## src/rtl/interrupt_unit.sv

```systemverilog
// Hardware interrupt entry sequencer: detects a request edge, drains the pipeline,
// pushes PC and CCR to the stack, vectors the PC and tracks the service routine until RTI.
module interrupt_unit #(
  parameter logic [31:0] VECTOR_ADDR  = 32'h0000_0002,
  parameter int          DRAIN_CYCLES = 3
) (
  input  logic        clk,
  input  logic        rst,
  input  logic        int_req,
  input  logic [31:0] pc_in,
  input  logic [2:0]  ccr_in,
  input  logic        freeze_cu,
  input  logic        rti,
  input  logic        mem_busy,
  output logic        fetch_stall,
  output logic        push_en,
  output logic [15:0] push_data,
  output logic        pc_load,
  output logic [31:0] pc_vector,
  output logic        in_isr
);

  typedef enum logic [2:0] {
    IDLE, DRAIN, PUSH_PCH, PUSH_PCL, PUSH_CCR, LOAD_VEC, ISR
  } state_t;

  localparam logic [3:0] DRAIN_LAST = 4'(DRAIN_CYCLES - 1);

  // Handshake: each push is held until a cycle with mem_busy=0 accepts it.
  state_t      state, state_n;
  logic        req_q;
  logic        armed;
  logic        pending;
  logic        rise;
  logic        enter;
  logic [3:0]  cnt;
  logic [31:0] ret_pc;
  logic [2:0]  ccr_q;

  assign pc_vector = VECTOR_ADDR;

  // armed blocks a request level held through reset from looking like an edge.
  assign rise  = int_req & ~req_q & armed;
  assign enter = (state == IDLE) && (state_n == DRAIN);

  always_comb begin
    state_n = state;
    case (state)
      IDLE:     if (pending && !freeze_cu) state_n = DRAIN;
      DRAIN:    if (cnt == DRAIN_LAST) state_n = PUSH_PCH;
      PUSH_PCH: if (!mem_busy) state_n = PUSH_PCL;
      PUSH_PCL: if (!mem_busy) state_n = PUSH_CCR;
      PUSH_CCR: if (!mem_busy) state_n = LOAD_VEC;
      LOAD_VEC: state_n = ISR;
      ISR:      if (rti) state_n = IDLE;
      default:  state_n = IDLE;
    endcase
  end

  always_ff @(posedge clk or posedge rst) begin
    if (rst) begin
      state       <= IDLE;
      req_q       <= 1'b0;
      armed       <= 1'b0;
      pending     <= 1'b0;
      cnt         <= 4'd0;
      ret_pc      <= 32'd0;
      ccr_q       <= 3'd0;
      fetch_stall <= 1'b0;
      push_en     <= 1'b0;
      push_data   <= 16'h0000;
      pc_load     <= 1'b0;
      in_isr      <= 1'b0;
    end else begin
      state <= state_n;
      req_q <= int_req;
      if (!int_req) armed <= 1'b1;

      if (rise) pending <= 1'b1;
      else if (enter) pending <= 1'b0;

      if (enter) begin
        ret_pc <= pc_in;
        cnt    <= 4'd0;
      end else if (state == DRAIN) begin
        cnt <= cnt + 4'd1;
      end

      if (state == DRAIN && state_n == PUSH_PCH) ccr_q <= ccr_in;

      // Outputs are decoded from the next state so they line up with it.
      fetch_stall <= (state_n inside {DRAIN, PUSH_PCH, PUSH_PCL, PUSH_CCR, LOAD_VEC});
      push_en     <= (state_n inside {PUSH_PCH, PUSH_PCL, PUSH_CCR});
      pc_load     <= (state_n == LOAD_VEC);
      in_isr      <= (state_n == ISR);
      case (state_n)
        PUSH_PCH: push_data <= ret_pc[31:16];
        PUSH_PCL: push_data <= ret_pc[15:0];
        PUSH_CCR: push_data <= {13'b0, ccr_q};
        default:  push_data <= 16'h0000;
      endcase
    end
  end

endmodule

```

## config.mk

```make
export PLATFORM = sky130hd
export DESIGN_NAME = interrupt_unit
export DESIGN_NICKNAME = d
export VERILOG_FILES = /design/src/rtl/interrupt_unit.sv
export SDC_FILE = /design/constraint.sdc
export NUM_CORES = 1
export LEC_CHECK = 0
export BUFFER_PORTS_ARGS = -buffer_cell sky130_fd_sc_hd__buf_2
export CAP_MARGIN = 15
export CELL_PAD_IN_SITES_DETAIL_PLACEMENT = 1
export CELL_PAD_IN_SITES_GLOBAL_PLACEMENT = 2
export CORE_MARGIN = 3
export CORE_UTILIZATION = 29
export CTS_CLUSTER_SIZE = 10
export DETAILED_ROUTE_END_ITERATION = 10
export GPL_TIMING_DRIVEN = 1
export PLACE_DENSITY_LB_ADDON = 0.1
export SYNTH_ARGS = -nofsm -noshare
export SYNTH_HDL_FRONTEND = slang
export SYNTH_SLANG_ARGS = --single-unit
```

## constraint.sdc

```tcl
create_clock -name clk -period 1.9 [get_ports clk]
set_clock_uncertainty 0.05 [all_clocks]
set_input_delay 0.38 -clock clk [delete_from_list [all_inputs] [get_ports clk]]
set_output_delay 0.38 -clock clk [all_outputs]
set_load 0.02 [all_outputs]
```

# Word-level counts from Yosys, hierarchy flattened
# Cells that the tools add are included.
dict set report totals {
  inputBits 41
  out_inout_bits 52
  elab_cells 50
  register_bits 65
}
dict set report classes {
  mux 12
  bitwise_logic 3
  addsub 1
  n_eq_ne 13
  reduce_logical 9
}
# cell count
set op_table {}
lappend op_table {{one-hot mux 16 bit (3 select lines)} 1}
lappend op_table {{one-hot mux 3 bit (7 select lines)} 1}
lappend op_table {{== test 3 bit (second input constant)} 6}
lappend op_table {{2-to-1 mux 3 bit} 6}
lappend op_table {{== test 3 x 2 -> 1 bit (second input constant)} 4}
lappend op_table {{2-to-1 mux 4 bit} 2}
lappend op_table {{== test 3 x 1 -> 1 bit (second input constant)} 2}
lappend op_table {{nonzero test 5 bit} 1}
lappend op_table {{adder 4 x 1 -> 4 bit (second input constant)} 1}
lappend op_table {{== test 4 x 2 -> 1 bit (second input constant)} 1}
lappend op_table {{nonzero test 2 bit} 2}
lappend op_table {{logical AND 1 bit} 3}
lappend op_table {{zero test 3 bit} 1}
lappend op_table {{nonzero test 3 bit} 1}
lappend op_table {{bitwise AND 1 bit} 2}
lappend op_table {{2-to-1 mux 1 bit} 2}
lappend op_table {{zero test 1 bit} 1}
lappend op_table {{inverter 1 bit} 1}

# Longest topological paths before layout
dict set report depth {
  word_depth 8
  mapped_depth 6
  depth_no_buf 5
}

# Least setup slack after synthesis
# No wires, ideal clock.
dict set report synth_timing {
  path_kind {register to register}
  from {reg state[0]}
  to {reg ret_pc[10]}
  t_arrival_ps 1420
  setup_time_ps 127
  path_stages_with_launch 7
  required_ps 1723
  slack_ps 303
  synth_period_minus_slack_ps 1597
  path_buffers 3
  path_cell_list {dfrtp_1 buf_4 nor2_2 and3_1 buf_4 buf_6 mux2_1}
}
dict set report synth_between {
  elab_chain_cells 4
  word_cells_on_any_way 16
  cone_classes {eq/ne (7); mux (7); reduce/logical (2)}
}
# item line
set synth_rtl {}
lappend synth_rtl {{start: declaration} 30} ;# state_t state, state_n;
lappend synth_rtl {{start signal: assignment} 75} ;# state <= state_n;
lappend synth_rtl {{== test 3 bit, or another cell as far along} 48} ;# case (state)
lappend synth_rtl {{one-hot mux 3 bit (7 select lines)} 48}
lappend synth_rtl {{== test 3 x 1 -> 1 bit} 44} ;# assign enter = (state == IDLE) && (state_n == DRAIN);
lappend synth_rtl {{logical AND 1 bit (*)} 44}
lappend synth_rtl {{end signal: assignment} 83} ;# ret_pc <= pc_in;
lappend synth_rtl {{end: declaration} 37} ;# logic [31:0] ret_pc;
# Mark *: on every way between the ends. The rest lies on a longest branch, timed or not.
# A chain may end at the register's enable or synchronous reset.

# Worst setup path in the final report
dict set report layout_timing {
  from {reg state[0]}
  to {reg push_data[12]}
}
dict set report layout_between {
  elab_chain_cells 4
  word_cells_on_any_way 18
  cone_classes {eq/ne (9); mux (8); reduce/logical (1)}
}
# item line
set layout_rtl {}
lappend layout_rtl {{== test 3 bit, or another cell as far along} 48}
lappend layout_rtl {{one-hot mux 3 bit (7 select lines) (*)} 48}
lappend layout_rtl {{== test 3 bit / == test 3 x 2 -> 1 bit (equally long branches)} 96} ;# case (state_n)
lappend layout_rtl {{one-hot mux 16 bit (3 select lines) (*)} 96}
lappend layout_rtl {{end signal: assignment} 97} ;# PUSH_PCH: push_data <= ret_pc[31:16];
lappend layout_rtl {{end signal: assignment} 98} ;# PUSH_PCL: push_data <= ret_pc[15:0];
lappend layout_rtl {{end signal: assignment} 99} ;# PUSH_CCR: push_data <= {13'b0, ccr_q};
lappend layout_rtl {{end: declaration} 17} ;# output logic [15:0] push_data,
# Marked as above.

==> run summary <==
P&R area growth vs syn: 19.8%
Post-CTS resize count: 0
Cell taking the most area after synthesis: dfrtp_1
Yosys warnings: 0
Non-Filler Instances: 437
Placed cell count: 422
Syn Std Cell Area: 0.00294 mm2
Sum of negative setup slack: 0 ns
Sequential share of the synthesized area: 55.3%
Measured slew at the worst slew-check pin: 0.663 ns
Top cells by count, synth: dfrtp_1, buf_4, mux2_1
# diodes: 0
Area after DPL: 0.00334 mm2
Vias/cell: 4.37
Crit path cell chain: xnor2_1 > and3_1 > a32o_1
Post-DP HPWL: 4.50 mm
Worst-case clock buffer depth: 2
Post-route ant nets: 0
Largest net degree at the start of global routing: 41
Final Max Tran Viols: 0
Skew-Pair Late Insertion Delay: 0.34 ns
Final setup vio count: 0
First-pass GRT wire length: 10.4 mm
Crit share post-route: 90.4%
Num CTS Buffers: 9
DR pass1 iterations: 5
CP required: 2.11 ns
DRT Wirelength: 6.46 mm
Worst Setup EP: push_data[12]
Post-CTS Setup Bufs: 0
CTS sink count: 65
Crit Path Category: reg -> reg
Psw: 2.00 mW
FF+latch count, synth: 65
Rel. slew slack: 55.8%
Crit path capture type: flop
Crit path depth: 3
FF-to-FF End: push_data[12]
Peak VDD IR: 429 uV
Die area: 0.0114 mm2
# DRC: 0
PortBufs: 60
Crit path DAT: 1.93 ns
Leak pwr: 1.68 nW
Total Routing Usage GR: 11.9%
RSZ-0062 raised after global routing: no
Reg2Reg Launch Point: state[0]
R2r setup slk: 0.18 ns
Antenna violations before repair: 0
Root buffer cell: clkbuf_8
Max Cap Violations: 0
Status: finished, final reports clean
Share of cells above drive strength 1: 33.6%
Gpl congestion: 0.673
Asr flop ratio synth: 100%
CTS tree: yes
Mapped Cells: 230
Die Span Y: 107 um
Core box area: 0.00982 mm2
Top FF cell, synth: dfrtp_1
Setup crit start: state[0]
Power per cell area: 1580 mW/mm2
Clock share of power: 20.0%
Rows: 36
Top-area cell type share of the netlist area: 55.3%
Htree depth: 3
Clock slew at reported path FFs: 0.07 ns
Cell depth of the worst flop-to-flop path: 3
Starting density of the core: 29.9%
Cell Int Power: 3.57 mW
Top post-synthesis cells by area: dfrtp_1, mux2_1, buf_4
Worst path max stage delay: 0.62 ns
Routed vias: 1910
Final Net Count: 343
Combinational power share: 37.5%
Worst-path maximum fanout: 13
Shortest period the worst path allows: 1.72 ns
Cell with the most instances after synthesis: dfrtp_1
Final Hold Fails: 0
Avg Inst Size Synth: 12.8 um2
DR WL/cell: 14.8 um
Startpoint types: flop
Fin area: 0.00352 mm2
Slowest cell on crit path: and3_1
Family with the most delay on the worst path: simple AND/OR/NAND/NOR gates
WP buf/inv: 0
Synth cell types: 38
HP Class: in -> async
Drt initial violations: 43
IO Pins: 93
Post-CTS Hold Buffers: 0
Post-synth EDFFs: 0
Vias in the first global route: 2030
Global route overflow: 0
Highest clock rate: 0.582 GHz
Die width: 107 um
Flop pwr share: 42.5%
Switch share: 35.9%
==> registers in the layout, summed over array words and instances (netlist names), 3 cells and up <==
register,cells
cnt,4
ccr_q,3
ret_pc,32
push_data,16
state,3
==> layout by cell type (no fill, tap or decap), drive strengths merged <==
cell / netlist / final
o211a: 1 / 1
mux2: 35 / 35
and4bb: 2 / 2
o221ai: 1 / 1
nor2b: 2 / 2
nand2: 8 / 8
conb: 2 / 32
a22oi: 3 / 3
mux2i: 1 / 1
xnor2: 4 / 4
nor3: 1 / 1
o211ai: 3 / 3
bufinv: 0 / 1
clkbuf: 2 / 9
a32o: 13 / 13
nor3b: 2 / 2
nor4bb: 1 / 1
inv: 3 / 2
nor2: 8 / 8
o2bb2ai: 2 / 2
a21o: 1 / 1
or3: 1 / 1
o21bai: 1 / 1
nand2b: 2 / 2
or3b: 2 / 2
a21oi: 4 / 4
buf: 43 / 74
ha: 2 / 2
and3: 2 / 2
dfrtp: 65 / 65
o21ai: 5 / 5
clkinvlp: 0 / 3
nand3: 6 / 6
a311oi: 1 / 1
clkinv: 1 / 4
==> metal layers <==
layer  vias to the layer above  global-route usage, %  part of all wire [%]
li1                        887                      -                     -
met1                       943                   15.1                    45
met2                        74                   19.4                    48
met3                         6                   3.91                   6.4
met4                         0                   3.56                   1.0
met5                         -                      0                     0
==> power groups by stage <==
| stage | Combinational (mW) | Sequential, mW | Clock, mW |
|---|---|---|---|
| 5_1_grt | 2.35 | 2.46 | 1.23 |
| 6_report | 2.09 | 2.37 | 1.12 |
| 2_1_floorplan | 1.41 | 2.47 | 0 |
| 3_5_place_dp | 2.14 | 2.41 | 0 |
| 4_1_cts | 2.14 | 2.38 | 1.16 |
| 3_3_place_gp | 2.10 | 2.41 | 0 |
==> cell families (layout without fill, tap and decap cells) <==
group,Yosys count,after routing,share of synthesized area (%)
other,2,32,0.255
muxes,36,36,13.7
buffers and inverters,49,93,11.7
adders and majority gates,2,2,0.851
and+or+nand+nor,37,37,7.45
AOI/OAI and AO/OA,35,35,9.53
DFF,65,65,55.3
xor gates and xnor gates,4,4,1.19
==> tightest hold or removal path, cell delays in order <==
cell,delay [ns]
buf_2,0.11
clkinvlp_4,0.10
buf_12,0.19
==> layout make-up <==
class	count	area [um2]
clock buffers	9	124
clock inverters	6	60.1
fillers	1116	6300
inverters	4	18.8
multi-input cells	146	1080
flip-flops and latches	65	1630
well taps	133	166
repair buffers	74	443
==> how the worst min path moves through the flow <==
stage | from | endpoint | slack (ns) | cells after the start
after global placement | req_q | pending | 0.35 | 1
after CTS | rst | push_data[15] | 0.04 | 3
after global routing | rst | push_data[15] | 0.04 | 3
after detailed placement | req_q | pending | 0.36 | 1
after floorplan | req_q | pending | 0.34 | 1
final | rst | push_data[15] | 0.04 | 3
==> metrics by stage <==
step                      hold slack, ns  worst slack [ns]  power [mW]  utilization (%)
final                             0.0442             0.182        5.58             35.9
after global routing              0.0390            0.0575        6.04             35.9
after CTS                         0.0419             0.161        5.69             35.9
after detailed placement           0.364             0.182        4.54             34.0
after global placement             0.349             0.173        4.51             34.0
after floorplan                    0.343             0.303        3.87                -
(Power assumes the default switching activity.)
